[src/rtl/mul_op_unit_pkg.sv]
// Shared constants for the multiplier datapath: control-word and condition-bit indices.
// Also holds the operand magnitude helper used by the operand registers.
package mul_op_pkg;

  localparam int YW = 12;
  localparam int PW = 10;

  localparam int N_DEF = 8;

  localparam int Y_LD_A  = 0;
  localparam int Y_LD_B  = 1;
  localparam int Y_CLR   = 2;
  localparam int Y_SIGN  = 3;
  localparam int Y_MAG_A = 4;
  localparam int Y_MAG_B = 5;
  localparam int Y_ADD   = 6;
  localparam int Y_SHR   = 7;
  localparam int Y_DEC   = 8;
  localparam int Y_RES   = 9;
  localparam int Y_ACK   = 10;
  localparam int Y_CLR_V = 11;

  localparam int P_B0    = 0;
  localparam int P_CNT0  = 1;
  localparam int P_AZ    = 2;
  localparam int P_BZ    = 3;
  localparam int P_SIGN  = 4;
  localparam int P_AMSB  = 5;
  localparam int P_BMSB  = 6;
  localparam int P_C     = 7;
  localparam int P_VALID = 8;
  localparam int P_START = 9;

  typedef logic [N_DEF-1:0] opnd_t;

  // Two's complement to unsigned magnitude; the most negative value
  // maps onto its own bit pattern, which reads as 2^(N-1) unsigned.
  function automatic opnd_t mag(input opnd_t v);
    return v[N_DEF-1] ? opnd_t'(-v) : v;
  endfunction

endpackage

[src/rtl/mul_op_unit_if.sv]
// Control-unit <-> datapath bundle: control word and operands in, flags and product out.
interface mul_op_unit_if
  import mul_op_pkg::*;
#(
  parameter int N = N_DEF
);

  logic [YW-1:0]  y;
  logic           start;
  logic [N-1:0]   a_in;
  logic [N-1:0]   b_in;
  logic [PW-1:0]  p;
  logic [2*N-1:0] result;
  logic           result_valid;
  logic           err;

  modport master (
    output y, start, a_in, b_in,
    input  p, result, result_valid, err
  );

  modport slave (
    input  y, start, a_in, b_in,
    output p, result, result_valid, err
  );

endinterface

[src/rtl/mul_op_unit_cond.sv]
// Condition vector p for the control unit, built purely from datapath register state.
module mul_op_cond
  import mul_op_pkg::*;
#(
  parameter int N  = N_DEF,
  parameter int CW = $clog2(N) + 1
) (
  input  logic [N-1:0]  ra_i,
  input  logic [N-1:0]  rb_i,
  input  logic [CW-1:0] cnt_i,
  input  logic          c_i,
  input  logic          sign_i,
  input  logic          valid_i,
  input  logic          start_i,
  output logic [PW-1:0] p_o
);

  always_comb begin
    p_o          = '0;
    p_o[P_B0]    = rb_i[0];
    p_o[P_CNT0]  = (cnt_i == '0);
    p_o[P_AZ]    = (ra_i == '0);
    p_o[P_BZ]    = (rb_i == '0);
    p_o[P_SIGN]  = sign_i;
    p_o[P_AMSB]  = ra_i[N-1];
    p_o[P_BMSB]  = rb_i[N-1];
    p_o[P_C]     = c_i;
    p_o[P_VALID] = valid_i;
    p_o[P_START] = start_i;
  end

endmodule

[src/rtl/mul_op_unit.sv]
// Signed shift-and-add multiplier datapath driven by a 12-bit microprogram word.
// Define OPU_ILLEGAL_CHK_EN to build the sticky illegal-control-word flag (err).
module mul_op_unit
  import mul_op_pkg::*;
#(
  parameter int N  = N_DEF,
  parameter int CW = $clog2(N) + 1
) (
  input  logic         clk,
  input  logic         rst_n,
  mul_op_unit_if.slave bus
);

  logic [YW-1:0] y;
  assign y = bus.y;

  logic [N-1:0]   ra_q, ra_d;
  logic [N-1:0]   rb_q, rb_d;
  logic [2*N-1:0] rc_q, rc_d;
  logic           c_q, c_d;
  logic [CW-1:0]  cnt_q, cnt_d;
  logic           sign_q, sign_d;
  logic [2*N-1:0] res_q, res_d;
  logic           rv_q, rv_d;
  logic           st_q, st_d;
  logic [N:0]     sum;

  assign sum = {1'b0, rc_q[2*N-1:N]} + {1'b0, ra_q};

  always_comb begin
    ra_d   = ra_q;
    rb_d   = rb_q;
    rc_d   = rc_q;
    c_d    = c_q;
    cnt_d  = cnt_q;
    sign_d = sign_q;
    res_d  = res_q;
    rv_d   = rv_q;
    st_d   = st_q;

    if (y[Y_LD_A])
      ra_d = bus.a_in;
    else if (y[Y_MAG_A])
      ra_d = mag(ra_q);

    // an add on the same edge swallows the whole shift step
    if (y[Y_LD_B])
      rb_d = bus.b_in;
    else if (y[Y_MAG_B])
      rb_d = mag(rb_q);
    else if (y[Y_SHR] && !y[Y_ADD])
      rb_d = rb_q >> 1;

    if (y[Y_CLR]) begin
      rc_d = '0;
      c_d  = 1'b0;
    end else if (y[Y_ADD]) begin
      rc_d[2*N-1:N] = sum[N-1:0];
      c_d           = sum[N];
    end else if (y[Y_SHR]) begin
      rc_d = {c_q, rc_q[2*N-1:1]};
      c_d  = 1'b0;
    end else if (y[Y_CLR_V]) begin
      c_d = 1'b0;
    end

    if (y[Y_CLR])
      cnt_d = CW'(N);
    else if (y[Y_DEC] && cnt_q != '0)
      cnt_d = cnt_q - 1'b1;

    if (y[Y_SIGN])
      sign_d = ra_q[N-1] ^ rb_q[N-1];

    if (y[Y_RES]) begin
      res_d = sign_q ? -rc_q : rc_q;
      rv_d  = 1'b1;
    end else if (y[Y_CLR_V]) begin
      rv_d = 1'b0;
    end

    if (y[Y_ACK])
      st_d = 1'b0;
    else if (bus.start)
      st_d = 1'b1;
  end

  always_ff @(posedge clk or negedge rst_n) begin
    if (!rst_n) begin
      ra_q   <= '0;
      rb_q   <= '0;
      rc_q   <= '0;
      c_q    <= 1'b0;
      cnt_q  <= '0;
      sign_q <= 1'b0;
      res_q  <= '0;
      rv_q   <= 1'b0;
      st_q   <= 1'b0;
    end else begin
      ra_q   <= ra_d;
      rb_q   <= rb_d;
      rc_q   <= rc_d;
      c_q    <= c_d;
      cnt_q  <= cnt_d;
      sign_q <= sign_d;
      res_q  <= res_d;
      rv_q   <= rv_d;
      st_q   <= st_d;
    end
  end

`ifdef OPU_ILLEGAL_CHK_EN
  logic err_q;
  logic illegal;

  assign illegal = (y[Y_LD_A] & y[Y_MAG_A])
                 | (y[Y_LD_B] & y[Y_MAG_B])
                 | (y[Y_ADD]  & y[Y_SHR])
                 | (y[Y_CLR]  & y[Y_ADD])
                 | (y[Y_RES]  & y[Y_CLR_V]);

  always_ff @(posedge clk or negedge rst_n) begin
    if (!rst_n)
      err_q <= 1'b0;
    else if (illegal)
      err_q <= 1'b1;
  end

  assign bus.err = err_q;
`else
  assign bus.err = 1'b0;
`endif

  assign bus.result       = res_q;
  assign bus.result_valid = rv_q;

  mul_op_cond #(
    .N  (N),
    .CW (CW)
  ) u_cond (
    .ra_i    (ra_q),
    .rb_i    (rb_q),
    .cnt_i   (cnt_q),
    .c_i     (c_q),
    .sign_i  (sign_q),
    .valid_i (rv_q),
    .start_i (st_q),
    .p_o     (bus.p)
  );

endmodule

[src/flat_wrapper.sv]
// flat-port wrapper written by rule: the top's interface ports become plain ports
module mul_op_unit_flat import mul_op_pkg::*;
#(
  parameter int N  = N_DEF,
  parameter int CW = $clog2(N) + 1
)
  (clk, rst_n, bus_y, bus_start, bus_a_in, bus_b_in, bus_p, bus_result, bus_result_valid, bus_err);
  mul_op_unit_if #(.N(N)) bus_i ();
  input  logic clk;
  input  logic rst_n;
  input wire logic [$bits(bus_i.y)-1:0] bus_y;
  input wire logic [$bits(bus_i.start)-1:0] bus_start;
  input wire logic [$bits(bus_i.a_in)-1:0] bus_a_in;
  input wire logic [$bits(bus_i.b_in)-1:0] bus_b_in;
  output wire logic [$bits(bus_i.p)-1:0] bus_p;
  output wire logic [$bits(bus_i.result)-1:0] bus_result;
  output wire logic [$bits(bus_i.result_valid)-1:0] bus_result_valid;
  output wire logic [$bits(bus_i.err)-1:0] bus_err;
  assign bus_i.y = bus_y;
  assign bus_i.start = bus_start;
  assign bus_i.a_in = bus_a_in;
  assign bus_i.b_in = bus_b_in;
  assign bus_p = bus_i.p;
  assign bus_result = bus_i.result;
  assign bus_result_valid = bus_i.result_valid;
  assign bus_err = bus_i.err;
  mul_op_unit #(.N(N), .CW(CW)) u_core (.clk(clk), .rst_n(rst_n), .bus(bus_i));
endmodule
[config.mk]
export PLATFORM = sky130hd
export DESIGN_NAME = mul_op_unit_flat
export DESIGN_NICKNAME = d
export VERILOG_FILES = /design/src/rtl/mul_op_unit_pkg.sv /design/src/rtl/mul_op_unit_if.sv /design/src/rtl/mul_op_unit_cond.sv /design/src/rtl/mul_op_unit.sv /design/src/flat_wrapper.sv
export SDC_FILE = /design/constraint.sdc
export NUM_CORES = 1
export LEC_CHECK = 0
export BUFFER_PORTS_ARGS = -buffer_cell sky130_fd_sc_hd__buf_4
export CORE_MARGIN = 4
export CORE_UTILIZATION = 45
export CTS_BUF_LIST = sky130_fd_sc_hd__clkbuf_8
export DETAILED_ROUTE_END_ITERATION = 8
export GPL_TIMING_DRIVEN = 0
export PLACE_DENSITY = 0.77
export SLEW_MARGIN = 20
export SYNTH_ARGS = -nofsm -noshare
export SYNTH_HDL_FRONTEND = slang
export SYNTH_SLANG_ARGS = --single-unit
[constraint.sdc]
create_clock -name clk -period 2.23 [get_ports clk]
set_input_delay 0.223 -clock clk [delete_from_list [all_inputs] [get_ports clk]]
set_output_delay 0.223 -clock clk [all_outputs]
set_load 0.02 [all_outputs]
==> results.json <==
{
  "fin_ws_ps": 106,
  "seq_area_mm2": 0.00140,
  "crit_required_ps": 2440,
  "min_to": "u_core.st_q$_DFFE_PN0P_",
  "cp-end-kind": "flip-flop",
  "die_w_um": 94.5,
  "clkTransAtPathRegs_ps": 100,
  "synth_edf_count": 0,
  "worst_pin_slew_ps": 671,
  "clockRootBuffer": "clkbuf_8",
  "sw_frac_of_total_pct": 33.9,
  "pwr-share-comb_pct": 31.2,
  "place_congestion": 0.836,
  "hold_start": "bus_y[10]",
  "grtUsageMet3_pct": 4.14,
  "pwr-share-clk_pct": 21.8,
  "htree_levels": 2,
  "share_seq_of_total_power_pct": 47.0,
  "core_mm2": 0.00725,
  "busiest_layer": "met2",
  "synthCells": 372,
  "insertion_delay_ps": 310,
  "ioPinCount": 59,
  "drive_gt1_share_pct": 20.4,
  "synth_area_mm2": 0.00336,
  "first_pass_iters": 4,
  "ant_nets": 0,
  "setup_viol": 0,
  "rsz0062_at_grt": "false",
  "multi_input_area_mm2": 0.00180,
  "finalHoldViolations": 0,
  "holdPathStages": 2,
  "dp_hpwl_um": 5530,
  "yosysUniqueCellTypes": 52,
  "track_usage_pct": 18.0,
  "post_cts_buffers": 0,
  "layout_worst_path_cycle_share_pct": 95.2,
  "grt_pass1_vias": 2834,
  "fin_util_pct": 55.5,
  "die_h_um": 94.5,
  "yosys_warnings": 0,
  "synthMuxAreaShare_pct": 3.53,
  "use_met2_pct": 31.7,
  "portBuffers": 55,
  "synthAdderAreaFrac_pct": 5.43,
  "antenna_found_initial": 0,
  "leakage_nw": 1.81,
  "cp-start-kind": "flip-flop",
  "cp_max_fo": 7,
  "post-place-ws_ps": 78.7,
  "status": "finished, final reports clean",
  "mostFrequentLayoutCells": "63 x buf_4, 56 x dfrtp_1, 37 x nand2_1, 35 x nor2_1, 30 x o21ai_0",
  "hold_slack_ps": 43.7,
  "grt_pass1_wl_um": 12900,
  "grt_max_degree": 57,
  "relSlewSlack_pct": 55.3,
  "vias": 2856,
  "instances_no_fill": 535,
  "gr-total-overflow": 0,
  "cts_sinks": 56,
  "start_util_pct": 46.4,
  "ir_worst_vdd_mv": 0.280,
  "reg2reg_setup_slack_ps": 110,
  "reg2regPathDepth": 5,
  "setup-tns-final_ps": 0,
  "cts.path.max_buffers": 2,
  "synth-seq-cells": 56,
  "synth_top_flop_cell": "dfrtp_1",
  "via_per_inst": 5.34,
  "synth_compound_area_share_pct": 19.1,
  "maxCapViolCount": 0,
  "yosysSeqAreaShare_pct": 41.7,
  "internal-power_w": 0.00179,
  "syn_to_final_growth_pct": 19.8,
  "synth.net_count": 417,
  "path_class": "reg -> reg",
  "diodes": 0,
  "p_switching_w": 0.000919,
  "reg2reg_to": "u_core.rc_q[15]$_DFFE_PN0P_",
  "cp.arrival_ps": 2340,
  "synthXorXnorAreaFrac_pct": 5.73,
  "finClkSkew_ps": 7.89,
  "final_common_cell": "buf_4",
  "cts_made_buffers": 5,
  "cts_tree": "done",
  "hold_path_class": "in -> reg",
  "slew_violations": 0,
  "synth_top_family_by_area": "compound AO/OA/AOI/OAI gates",
  "drt_iter0_drc": 107,
  "rows": 31,
  "num-fill-cells": 648,
  "async_flop_share_pct": 100,
  "max_freq_mhz": 471,
  "dp_cells": 526,
  "min_period_ps": 2120,
  "grtUsageMet1_pct": 22.2,
  "drt_wl_total_um": 7370,
  "wl_per_cell_um": 13.8,
  "synthSimpleGateAreaFrac_pct": 19.1,
  "syn_area_per_cell_um2": 9.04,
  "power_density_mw_per_mm2": 672,
  "layout.nets": 480,
  "die-area_mm2": 0.00892,
  "r2r-start": "u_core.rc_q[10]$_DFFE_PN0P_",
  "drc": 0
}
## sequential cells by signal, summed over array words and instances (netlist names)
signal	count
u_core.rb_q	8
u_core.st_q	1
u_core.sign_q	1
u_core.bus.result	16
u_core.rc_q	16
u_core.cnt_q	4
u_core.bus.result_valid	1
u_core.c_q	1
u_core.ra_q	8
## per-layer routing
layer / routed length, um / vias to the layer above / share of wire, %
met5: 0 / - / 0
met4: 68 / 0 / 0.92
met3: 342 / 6 / 4.6
met2: 3660 / 60 / 50
met1: 3300 / 1347 / 45
li1: - / 1443 / -
## synth_stat cells (2+ instances only)
library cell	count	area, um2
a211oi_1	11	82.6
a21oi_1	30	150
a221oi_1	3	26.3
a22oi_1	2	15.0
a31oi_1	2	12.5
buf_4	8	60.1
clkbuf_1	16	60.1
dfrtp_1	56	1400
ha_1	13	163
inv_1	15	56.3
mux2_2	3	33.8
mux2i_1	7	70.1
nand2_1	37	139
nand2b_1	7	43.8
nand3_1	4	20.0
nand3b_1	2	15.0
nand4_1	2	12.5
nor2_1	35	131
nor2b_1	6	37.5
nor3_1	5	25.0
nor3b_1	5	37.5
nor4_1	3	18.8
o211ai_1	4	30.0
o21ai_0	30	150
o21bai_1	2	15.0
o311ai_0	3	26.3
o31ai_1	5	37.5
or2_2	2	12.5
or3_1	8	50.1
or3b_2	3	26.3
or4_1	2	15.0
xnor2_1	12	105
xor2_1	10	87.6
## critical path: stages (launching register included)
cell and delay, ps:
dfrtp_1 480, ha_1 410, a21oi_2 200, a211oi_1 120, or4b_2 630, and3_1 190
## per-stage QoR
step | power (W) | cell area [um2]
2_1_floorplan | 0.00183 | 3360
4_1_cts | 0.00273 | 4010
3_3_place_gp | 0.00210 | 3900
6_report | 0.00271 | 4030
5_1_grt | 0.00290 | 4030
3_5_place_dp | 0.00213 | 3900
## area by class of cell
type	count	share of cell area, %
clock buffers	6	2.05
inverters	15	1.40
well taps	99	3.08
repair buffers	56	10.5
flip-flops and latches	56	34.8
multi-input cells	276	44.8
plain buffers	25	3.08
clock inverters	2	0.342
## how the worst max path moves through the flow
stage                                           start                          end  depth (start not counted)
after floorplan            u_core.rb_q[0]$_DFFE_PN0P_                     bus_p[3]                          4
after global placement    u_core.rc_q[10]$_DFFE_PN0P_  u_core.rc_q[15]$_DFFE_PN0P_                          5
after detailed placement  u_core.rc_q[10]$_DFFE_PN0P_  u_core.rc_q[15]$_DFFE_PN0P_                          5
after CTS                  u_core.rb_q[0]$_DFFE_PN0P_                     bus_p[3]                          5
after global routing       u_core.rc_q[8]$_DFFE_PN0P_  u_core.rc_q[14]$_DFFE_PN0P_                          6
final                     u_core.rc_q[10]$_DFFE_PN0P_  u_core.rc_q[15]$_DFFE_PN0P_                          5
## power groups by stage
stage | Combinational [W] | Sequential (W) | Clock (W)
finish | 0.000846 | 0.00127 | 0.000589
global route | 0.000957 | 0.00130 | 0.000648
CTS | 0.000843 | 0.00127 | 0.000611
detailed placement | 0.000837 | 0.00129 | 0
global placement | 0.000814 | 0.00128 | 0
floorplan | 0.000516 | 0.00132 | 0
## cell families after synthesis
| family | count (synthesis) |
|---|---|
| AO/OA/AOI/OAI | 101 |
| XOR/XNOR | 22 |
| other | 1 |
| AND/OR/NAND/NOR | 127 |
| multiplexers | 11 |
| adder cells (fa/ha/maj) | 14 |
| flip-flops | 56 |
| buffers and inverters | 40 |
## what timing repair did
item,4_1_cts,5_1_grt
hold endpoints to repair,56,0
setup endpoints to repair,0,3
hold buffers,1,0
gates resized for setup,0,5
Note: power is estimated with default switching activity, not from simulation.
